**config.mk**
```make
export PLATFORM = sky130hd
export DESIGN_NAME = float_class_pipe_flat
export DESIGN_NICKNAME = d
export VERILOG_FILES = /design/src/rtl/float_class_pipe_pkg.sv /design/src/rtl/float_class_pipe_if.sv /design/src/rtl/float_class_pipe_decode.sv /design/src/rtl/float_class_pipe.sv /design/src/flat_wrapper.sv
export SDC_FILE = /design/constraint.sdc
export NUM_CORES = 1
export LEC_CHECK = 0
export CELL_PAD_IN_SITES_DETAIL_PLACEMENT = 1
export CELL_PAD_IN_SITES_GLOBAL_PLACEMENT = 2
export CORE_MARGIN = 10
export CORE_UTILIZATION = 24
export CTS_BUF_LIST = sky130_fd_sc_hd__clkbuf_16
export CTS_CLUSTER_DIAMETER = 50
export DETAILED_ROUTE_END_ITERATION = 16
export PLACE_DENSITY = 0.92
export SLEW_MARGIN = 20
export SYNTH_ARGS = -nofsm -noshare
export SYNTH_HDL_FRONTEND = slang
export SYNTH_SLANG_ARGS = --single-unit
```
**constraint.sdc**
```tcl
create_clock -name clk -period 1.33 [get_ports clk]
set_clock_uncertainty 0.05 [all_clocks]
set_input_delay 0.399 -clock clk [delete_from_list [all_inputs] [get_ports clk]]
set_output_delay 0.399 -clock clk [all_outputs]
set_load 0.01 [all_outputs]
```
**src/rtl/float_class_pipe_pkg.sv**
```systemverilog
// +----------------------------------------------------------------------------+
// | Module   : float_pkg                                                       |
// | Purpose  : Shared definitions for the floating-point classifier: class     |
// |            index constants, the one-hot class type and the standard        |
// |            exponent/mantissa widths for half, single and double precision. |
// | Ports    : none (package)                                                  |
// | Revision : 1.0  initial release                                            |
// +----------------------------------------------------------------------------+
`default_nettype none

package float_pkg;

   localparam int FC_ZERO = 0;
   localparam int FC_NORM = 1;
   localparam int FC_SUB  = 2;
   localparam int FC_INF  = 3;
   localparam int FC_NAN  = 4;
   localparam int FC_NUM  = 5;

   typedef logic [FC_NUM-1:0] fclass_t;

   localparam int HALF_EXP_W   = 5;
   localparam int HALF_MAN_W   = 10;
   localparam int SINGLE_EXP_W = 8;
   localparam int SINGLE_MAN_W = 23;
   localparam int DOUBLE_EXP_W = 11;
   localparam int DOUBLE_MAN_W = 52;

   function automatic fclass_t fc_onehot(input int idx);
      return fclass_t'(1) << idx;
   endfunction

endpackage

`default_nettype wire

```
**src/rtl/float_class_pipe_if.sv**
```systemverilog
// +----------------------------------------------------------------------------+
// | Module   : float_class_pipe_if                                             |
// | Purpose  : Input/output valid-ready streams of the float classifier.       |
// | Ports    : in_valid/in_ready/in_num   - float word stream into the block   |
// |            out_valid/out_ready        - result stream out of the block     |
// |            out_type/out_sign/out_quiet - one-hot class, sign, quiet flag   |
// |            modport slave  : classifier view                                |
// |            modport master : producer/consumer view                         |
// | Revision : 1.0  initial release                                            |
// +----------------------------------------------------------------------------+
`default_nettype none

interface float_class_pipe_if #(
   parameter int EXP_W = 8,
   parameter int MAN_W = 23
);
   import float_pkg::*;

   logic                   in_valid;
   logic                   in_ready;
   logic [EXP_W+MAN_W:0]   in_num;
   logic                   out_valid;
   logic                   out_ready;
   fclass_t                out_type;
   logic                   out_sign;
   logic                   out_quiet;

   modport slave (
      input  in_valid, in_num, out_ready,
      output in_ready, out_valid, out_type, out_sign, out_quiet
   );

   modport master (
      output in_valid, in_num, out_ready,
      input  in_ready, out_valid, out_type, out_sign, out_quiet
   );

endinterface

`default_nettype wire

```
**src/rtl/float_class_pipe_decode.sv**
```systemverilog
// +----------------------------------------------------------------------------+
// | Module   : float_class_decode                                              |
// | Purpose  : Combinational IEEE-754 field decode: one-hot class, sign and    |
// |            quiet-NaN flag of a {sign, exp, man} word.                      |
// | Ports    : num   in  1+EXP_W+MAN_W  float word                             |
// |            cls   out 5              one-hot class                          |
// |            sign  out 1              sign bit                               |
// |            quiet out 1              mantissa MSB for NaN, else 0           |
// | Revision : 1.0  initial release                                            |
// +----------------------------------------------------------------------------+
`default_nettype none

module float_class_decode
   import float_pkg::*;
#(
   parameter int EXP_W = 8,
   parameter int MAN_W = 23
) (
   input  logic [EXP_W+MAN_W:0] num,
   output fclass_t              cls,
   output logic                 sign,
   output logic                 quiet
);

   logic [EXP_W-1:0] exp_f;
   logic [MAN_W-1:0] man_f;
   logic             exp_zero;
   logic             exp_ones;
   logic             man_zero;

   assign sign     = num[EXP_W+MAN_W];
   assign exp_f    = num[MAN_W +: EXP_W];
   assign man_f    = num[MAN_W-1:0];
   assign exp_zero = (exp_f == '0);
   assign exp_ones = &exp_f;
   assign man_zero = (man_f == '0);

   always_comb begin
      cls   = '0;
      quiet = 1'b0;
      if (exp_zero) begin
         cls = man_zero ? fc_onehot(FC_ZERO) : fc_onehot(FC_SUB);
      end else if (exp_ones) begin
         cls   = man_zero ? fc_onehot(FC_INF) : fc_onehot(FC_NAN);
         quiet = !man_zero && man_f[MAN_W-1];
      end else begin
         cls = fc_onehot(FC_NORM);
      end
   end

endmodule

`default_nettype wire

```
**src/rtl/float_class_pipe.sv**
```systemverilog
// +----------------------------------------------------------------------------+
// | Module   : float_class_pipe                                                |
// | Purpose  : Two-stage pipelined IEEE-754 classifier with valid/ready flow   |
// |            control and optional saturating per-class event counters.      |
// |            Build option: define FLOAT_CLASS_CNT_EN to build the counters;  |
// |            otherwise cnt_* are tied to 0 and cnt_clr is ignored.           |
// | Ports    : clk, rst_n (async, active low)                                  |
// |            bus      float_class_pipe_if.slave  input/result streams        |
// |            cnt_clr  synchronous clear of all counters                      |
// |            cnt_zero/norm/sub/inf/nan  per-class transfer counts            |
// | Revision : 1.0  initial release                                            |
// +----------------------------------------------------------------------------+
`default_nettype none

module float_class_pipe
   import float_pkg::*;
#(
   parameter int EXP_W = SINGLE_EXP_W,
   parameter int MAN_W = SINGLE_MAN_W,
   parameter int CNT_W = 16
) (
   input  logic                 clk,
   input  logic                 rst_n,
   float_class_pipe_if.slave    bus,
   input  logic                 cnt_clr,
   output logic [CNT_W-1:0]     cnt_zero,
   output logic [CNT_W-1:0]     cnt_norm,
   output logic [CNT_W-1:0]     cnt_sub,
   output logic [CNT_W-1:0]     cnt_inf,
   output logic [CNT_W-1:0]     cnt_nan
);

   localparam int WORD_W = 1 + EXP_W + MAN_W;

   logic              s1_valid;
   logic [WORD_W-1:0] s1_num;
   logic              s2_valid;
   fclass_t           s2_type;
   logic              s2_sign;
   logic              s2_quiet;
   logic              s2_can_load;

   fclass_t           dec_type;
   logic              dec_sign;
   logic              dec_quiet;

   // out_ready reaches in_ready combinationally so a full, stalled pipe
   // reopens in the same cycle the consumer accepts.
   assign s2_can_load  = !s2_valid || bus.out_ready;
   assign bus.in_ready = !s1_valid || s2_can_load;

   always_ff @(posedge clk or negedge rst_n) begin
      if (!rst_n) begin
         s1_valid <= 1'b0;
         s1_num   <= '0;
      end else if (bus.in_ready) begin
         s1_valid <= bus.in_valid;
         if (bus.in_valid) begin
            s1_num <= bus.in_num;
         end
      end
   end

   float_class_decode #(
      .EXP_W (EXP_W),
      .MAN_W (MAN_W)
   ) u_decode (
      .num   (s1_num),
      .cls   (dec_type),
      .sign  (dec_sign),
      .quiet (dec_quiet)
   );

   // Result fields only change when a new word lands, keeping them stable
   // through a consumer stall.
   always_ff @(posedge clk or negedge rst_n) begin
      if (!rst_n) begin
         s2_valid <= 1'b0;
         s2_type  <= '0;
         s2_sign  <= 1'b0;
         s2_quiet <= 1'b0;
      end else if (s2_can_load) begin
         s2_valid <= s1_valid;
         if (s1_valid) begin
            s2_type  <= dec_type;
            s2_sign  <= dec_sign;
            s2_quiet <= dec_quiet;
         end
      end
   end

   assign bus.out_valid = s2_valid;
   assign bus.out_type  = s2_type;
   assign bus.out_sign  = s2_sign;
   assign bus.out_quiet = s2_quiet;

`ifdef FLOAT_CLASS_CNT_EN
   logic                      xfer;
   logic [FC_NUM*CNT_W-1:0]   cnt_flat;

   assign xfer = s2_valid && bus.out_ready;

   for (genvar k = 0; k < FC_NUM; k++) begin : g_cnt
      logic [CNT_W-1:0] count;

      // Clear takes priority over a coincident transfer; counts stick at max.
      always_ff @(posedge clk or negedge rst_n) begin
         if (!rst_n) begin
            count <= '0;
         end else if (cnt_clr) begin
            count <= '0;
         end else if (xfer && s2_type[k] && (count != {CNT_W{1'b1}})) begin
            count <= count + 1'b1;
         end
      end

      assign cnt_flat[k*CNT_W +: CNT_W] = count;
   end

   assign cnt_zero = cnt_flat[FC_ZERO*CNT_W +: CNT_W];
   assign cnt_norm = cnt_flat[FC_NORM*CNT_W +: CNT_W];
   assign cnt_sub  = cnt_flat[FC_SUB*CNT_W  +: CNT_W];
   assign cnt_inf  = cnt_flat[FC_INF*CNT_W  +: CNT_W];
   assign cnt_nan  = cnt_flat[FC_NAN*CNT_W  +: CNT_W];
`else
   logic unused_cnt_clr;

   assign unused_cnt_clr = cnt_clr;
   assign cnt_zero = '0;
   assign cnt_norm = '0;
   assign cnt_sub  = '0;
   assign cnt_inf  = '0;
   assign cnt_nan  = '0;
`endif

endmodule

`default_nettype wire

```
**src/flat_wrapper.sv**
```systemverilog
// flat-port wrapper written by rule: the top's interface ports become plain ports
module float_class_pipe_flat import float_pkg::*;
#(
   parameter int EXP_W = SINGLE_EXP_W,
   parameter int MAN_W = SINGLE_MAN_W,
   parameter int CNT_W = 16
)
  (clk, rst_n, cnt_clr, cnt_zero, cnt_norm, cnt_sub, cnt_inf, cnt_nan, bus_in_valid, bus_in_num, bus_out_ready, bus_in_ready, bus_out_valid, bus_out_type, bus_out_sign, bus_out_quiet);
  float_class_pipe_if #(.EXP_W(EXP_W), .MAN_W(MAN_W)) bus_i ();
  input  logic clk;
  input  logic rst_n;
  input  logic cnt_clr;
  output logic [CNT_W-1:0] cnt_zero;
  output logic [CNT_W-1:0] cnt_norm;
  output logic [CNT_W-1:0] cnt_sub;
  output logic [CNT_W-1:0] cnt_inf;
  output logic [CNT_W-1:0] cnt_nan;
  input wire logic [$bits(bus_i.in_valid)-1:0] bus_in_valid;
  input wire logic [$bits(bus_i.in_num)-1:0] bus_in_num;
  input wire logic [$bits(bus_i.out_ready)-1:0] bus_out_ready;
  output wire logic [$bits(bus_i.in_ready)-1:0] bus_in_ready;
  output wire logic [$bits(bus_i.out_valid)-1:0] bus_out_valid;
  output wire logic [$bits(bus_i.out_type)-1:0] bus_out_type;
  output wire logic [$bits(bus_i.out_sign)-1:0] bus_out_sign;
  output wire logic [$bits(bus_i.out_quiet)-1:0] bus_out_quiet;
  assign bus_i.in_valid = bus_in_valid;
  assign bus_i.in_num = bus_in_num;
  assign bus_i.out_ready = bus_out_ready;
  assign bus_in_ready = bus_i.in_ready;
  assign bus_out_valid = bus_i.out_valid;
  assign bus_out_type = bus_i.out_type;
  assign bus_out_sign = bus_i.out_sign;
  assign bus_out_quiet = bus_i.out_quiet;
  float_class_pipe #(.EXP_W(EXP_W), .MAN_W(MAN_W), .CNT_W(CNT_W)) u_core (.clk(clk), .rst_n(rst_n), .bus(bus_i), .cnt_clr(cnt_clr), .cnt_zero(cnt_zero), .cnt_norm(cnt_norm), .cnt_sub(cnt_sub), .cnt_inf(cnt_inf), .cnt_nan(cnt_nan));
endmodule
```
==> metrics <==
crit path DAT=1520 ps; Post-Synthesis Cells=191; VDD IR max=496 uV; Final Hold Viols=0; RSZ-0062 raised after global routing=yes; final setup vio count=33; FMAX=714 MHz; Port Buffers=44; ANT cells=0; CTS buffer count=5; reg2reg end=u_core.s1_num[23]$_DFFE_PN0P_; Max clock buf depth=2; register area share after synthesis=0.427; fin. max-slew vios=0; Die Y=120 um; Vias/cell=3.44; root buffer cell=clkbuf_16; Final Power=3.71 mW; final setup TNS=-1740 ps; largest net degree at the start of global routing=42; Compound-Gate Fraction of Synth Area=0.0219; CTS tree=yes; total number of vias=1,348; non-filler cells, final=392; GPL Wtd Cong=0.686; clock share of power=0.379; hold_buf cts=0; H-tree levels=2; Clock Sinks=41; number of routed nets with antenna violations=0; required time of the critical path=1450 ps; Seq cells post-synth=41; first-pass GRT wire length=8540 um; final WL=5700 um; Hold Path Class=primary input to async pin; Initial DRC Count=25; worst reg-to-reg setup slack=-70 ps; Switching Share=0.261; Fin Hold WS=37.3 ps; Max Cap Viol=0; Flop pwr share=0.416; clock latency on the worst-skew pair=280 ps; failing checks=negative setup slack; 1st-pass router iterations=2; Crit. End Element=register; residual DRC count=0; critical path class=primary input to register; dpl ws=-668 ps; Mapped Area=2400 um^2; share of total power in combinational logic=0.205; Synth Area in Adders=0; placed inst area=2760 um^2; Synth-to-Final Area Change=28.5%; Post-Synth Simple-Gate Area=0.0677; initial antenna violation count=0; Layout Utilization=0.316; proportion of synthesized area in mux cells=0.202; DIE WIDTH=120 um; Final WS setup=-69.6 ps; P_int=2.75 mW; Net Sw Power=0.969 mW; CP max FO=6; Rows=36; grt ovf=0; gr usage total=0.0746; power density cells=1200 nW/um^2; Initial Util=0.246; Unique masters post-synth=23; vias in the first global route=1,586; area of the core=9770 um^2; Synth Area in XOR/XNOR=0; P_leak=1.50 nW; status=complete, but fails checks; FF-to-FF Start=u_core.bus.out_valid$_DFFE_PN0P_; synthesis warning total=0; main combinational cell family by area after synthesis=buffers and inverters; Net count, final=295; Avg Cell Area, Syn=12.6 um^2; worst reg-to-reg path cell count=5; Critical Path Start Type=primary input; Avg WL per Cell=14.5 um; min Tclk post-route=1400 ps; Top Ports=126; post-layout instance area=3090 um^2; HPWL after DPL=4470 um; leading cell types in the layout, fill and taps excluded=80 x conb_1, 40 x dfrtp_1, 32 x clkdlybuf4s50_1, 31 x mux2_4, 14 x buf_4; clock transition at the registers of the reported paths=70 ps; Die ar.=14,400 um^2; cell count after placement=376; share of layout cells above drive strength 1=0.336; Final period util=1.05; most common cell after layout, fill and taps aside=conb_1
-- routing by layer --
layer  vias to the layer above  wire length (um)  global-route usage
met3                         4               498              0.0352
met5                         -                 0                   0
met2                        74              2930               0.128
met1                       651              2230              0.0818
li1                        619                 -                   -
met4                         0                32              0.0181
-- final cells by class --
cell class	instances	area (um^2)
Fill cell	1099	6690
Multi-Input combinational cell	145	1090
Sequential cell	41	1030
Timing Repair Buffer	65	634
Tap cell	133	166
Clock buffer	5	125
Clock inverter	3	46.3
-- logic make-up after synthesis --
family,after synthesis
AO/OA/AOI/OAI,7
buffers and inverters,84
flip-flops,41
multiplexers,33
other,1
AND/OR/NAND/NOR,25
-- worst max path at each step --
stage | to | startpoint | slack, ps | cells past startpoint
after detailed placement | bus_in_ready | bus_out_ready | -670 | 3
after CTS | u_core.s1_num[24]$_DFFE_PN0P_ | u_core.bus.out_valid$_DFFE_PN0P_ | -80 | 5
after global routing | u_core.s1_num[14]$_DFFE_PN0P_ | u_core.bus.out_valid$_DFFE_PN0P_ | -120 | 5
after floorplan | u_core.s1_num[0]$_DFFE_PN0P_ | bus_out_ready | 5 | 4
final | u_core.s1_num[23]$_DFFE_PN0P_ | bus_out_ready | -70 | 6
after global placement | bus_in_ready | bus_out_ready | -660 | 3
-- power groups by stage --
stage / Clock (mW) / Sequential [mW] / Combinational, mW
3_5_place_dp: 0 / 1.54 / 0.701
2_1_floorplan: 0 / 1.52 / 0.622
5_1_grt: 1.51 / 1.57 / 0.825
3_3_place_gp: 0 / 1.53 / 0.683
6_report: 1.41 / 1.55 / 0.761
4_1_cts: 1.46 / 1.54 / 0.728
-- cells in the mapped netlist --
| master | instances | area share |
|---|---|---|
| o31ai_1 | 1 | 0.0031 |
| nand2_1 | 5 | 0.0078 |
| conb_1 | 1 | 0.0016 |
| buf_12 | 3 | 0.025 |
| nand4_1 | 3 | 0.0078 |
| nand2b_2 | 1 | 0.0036 |
| nand2_2 | 1 | 0.0026 |
| nor2_2 | 1 | 0.0026 |
| nand3b_4 | 1 | 0.0083 |
| dfrtp_1 | 41 | 0.43 |
| or2b_2 | 1 | 0.0036 |
| nor3_1 | 2 | 0.0042 |
| nand2_4 | 1 | 0.0047 |
| mux2_4 | 30 | 0.19 |
| nor4_1 | 7 | 0.018 |
| buf_4 | 80 | 0.25 |
| nor2_1 | 1 | 0.0016 |
| mux2_2 | 3 | 0.014 |
| a22o_1 | 3 | 0.011 |
| o41ai_1 | 1 | 0.0036 |
| buf_6 | 1 | 0.0047 |
| o21ai_0 | 2 | 0.0042 |
| nand2b_1 | 1 | 0.0026 |
-- flip-flops by register name, summed over array words and instances (netlist names) --
name and cells:
u_core.s1_valid 1, u_core.bus.out_valid 1, u_core.bus.out_sign 1, u_core.bus.out_quiet 1
u_core.s1_num 32, u_core.bus.out_type 5
-- critical path, cell delays in order --
cell and delay [ps]:
dlygate4sd2_1 240, nand3b_4 160, buf_6 140, nand2_8 120, clkbuf_16 170, mux2_4 300
-- timing repair --
action | CTS | global route
gates cloned | 1 | 1
buffers inserted | 5 | 1
resized for setup | 49 | 8
pin swaps | 6 | 3
endpoints found under the setup margin | 48 | 40
No activity file was read; power rests on OpenSTA's default activity.
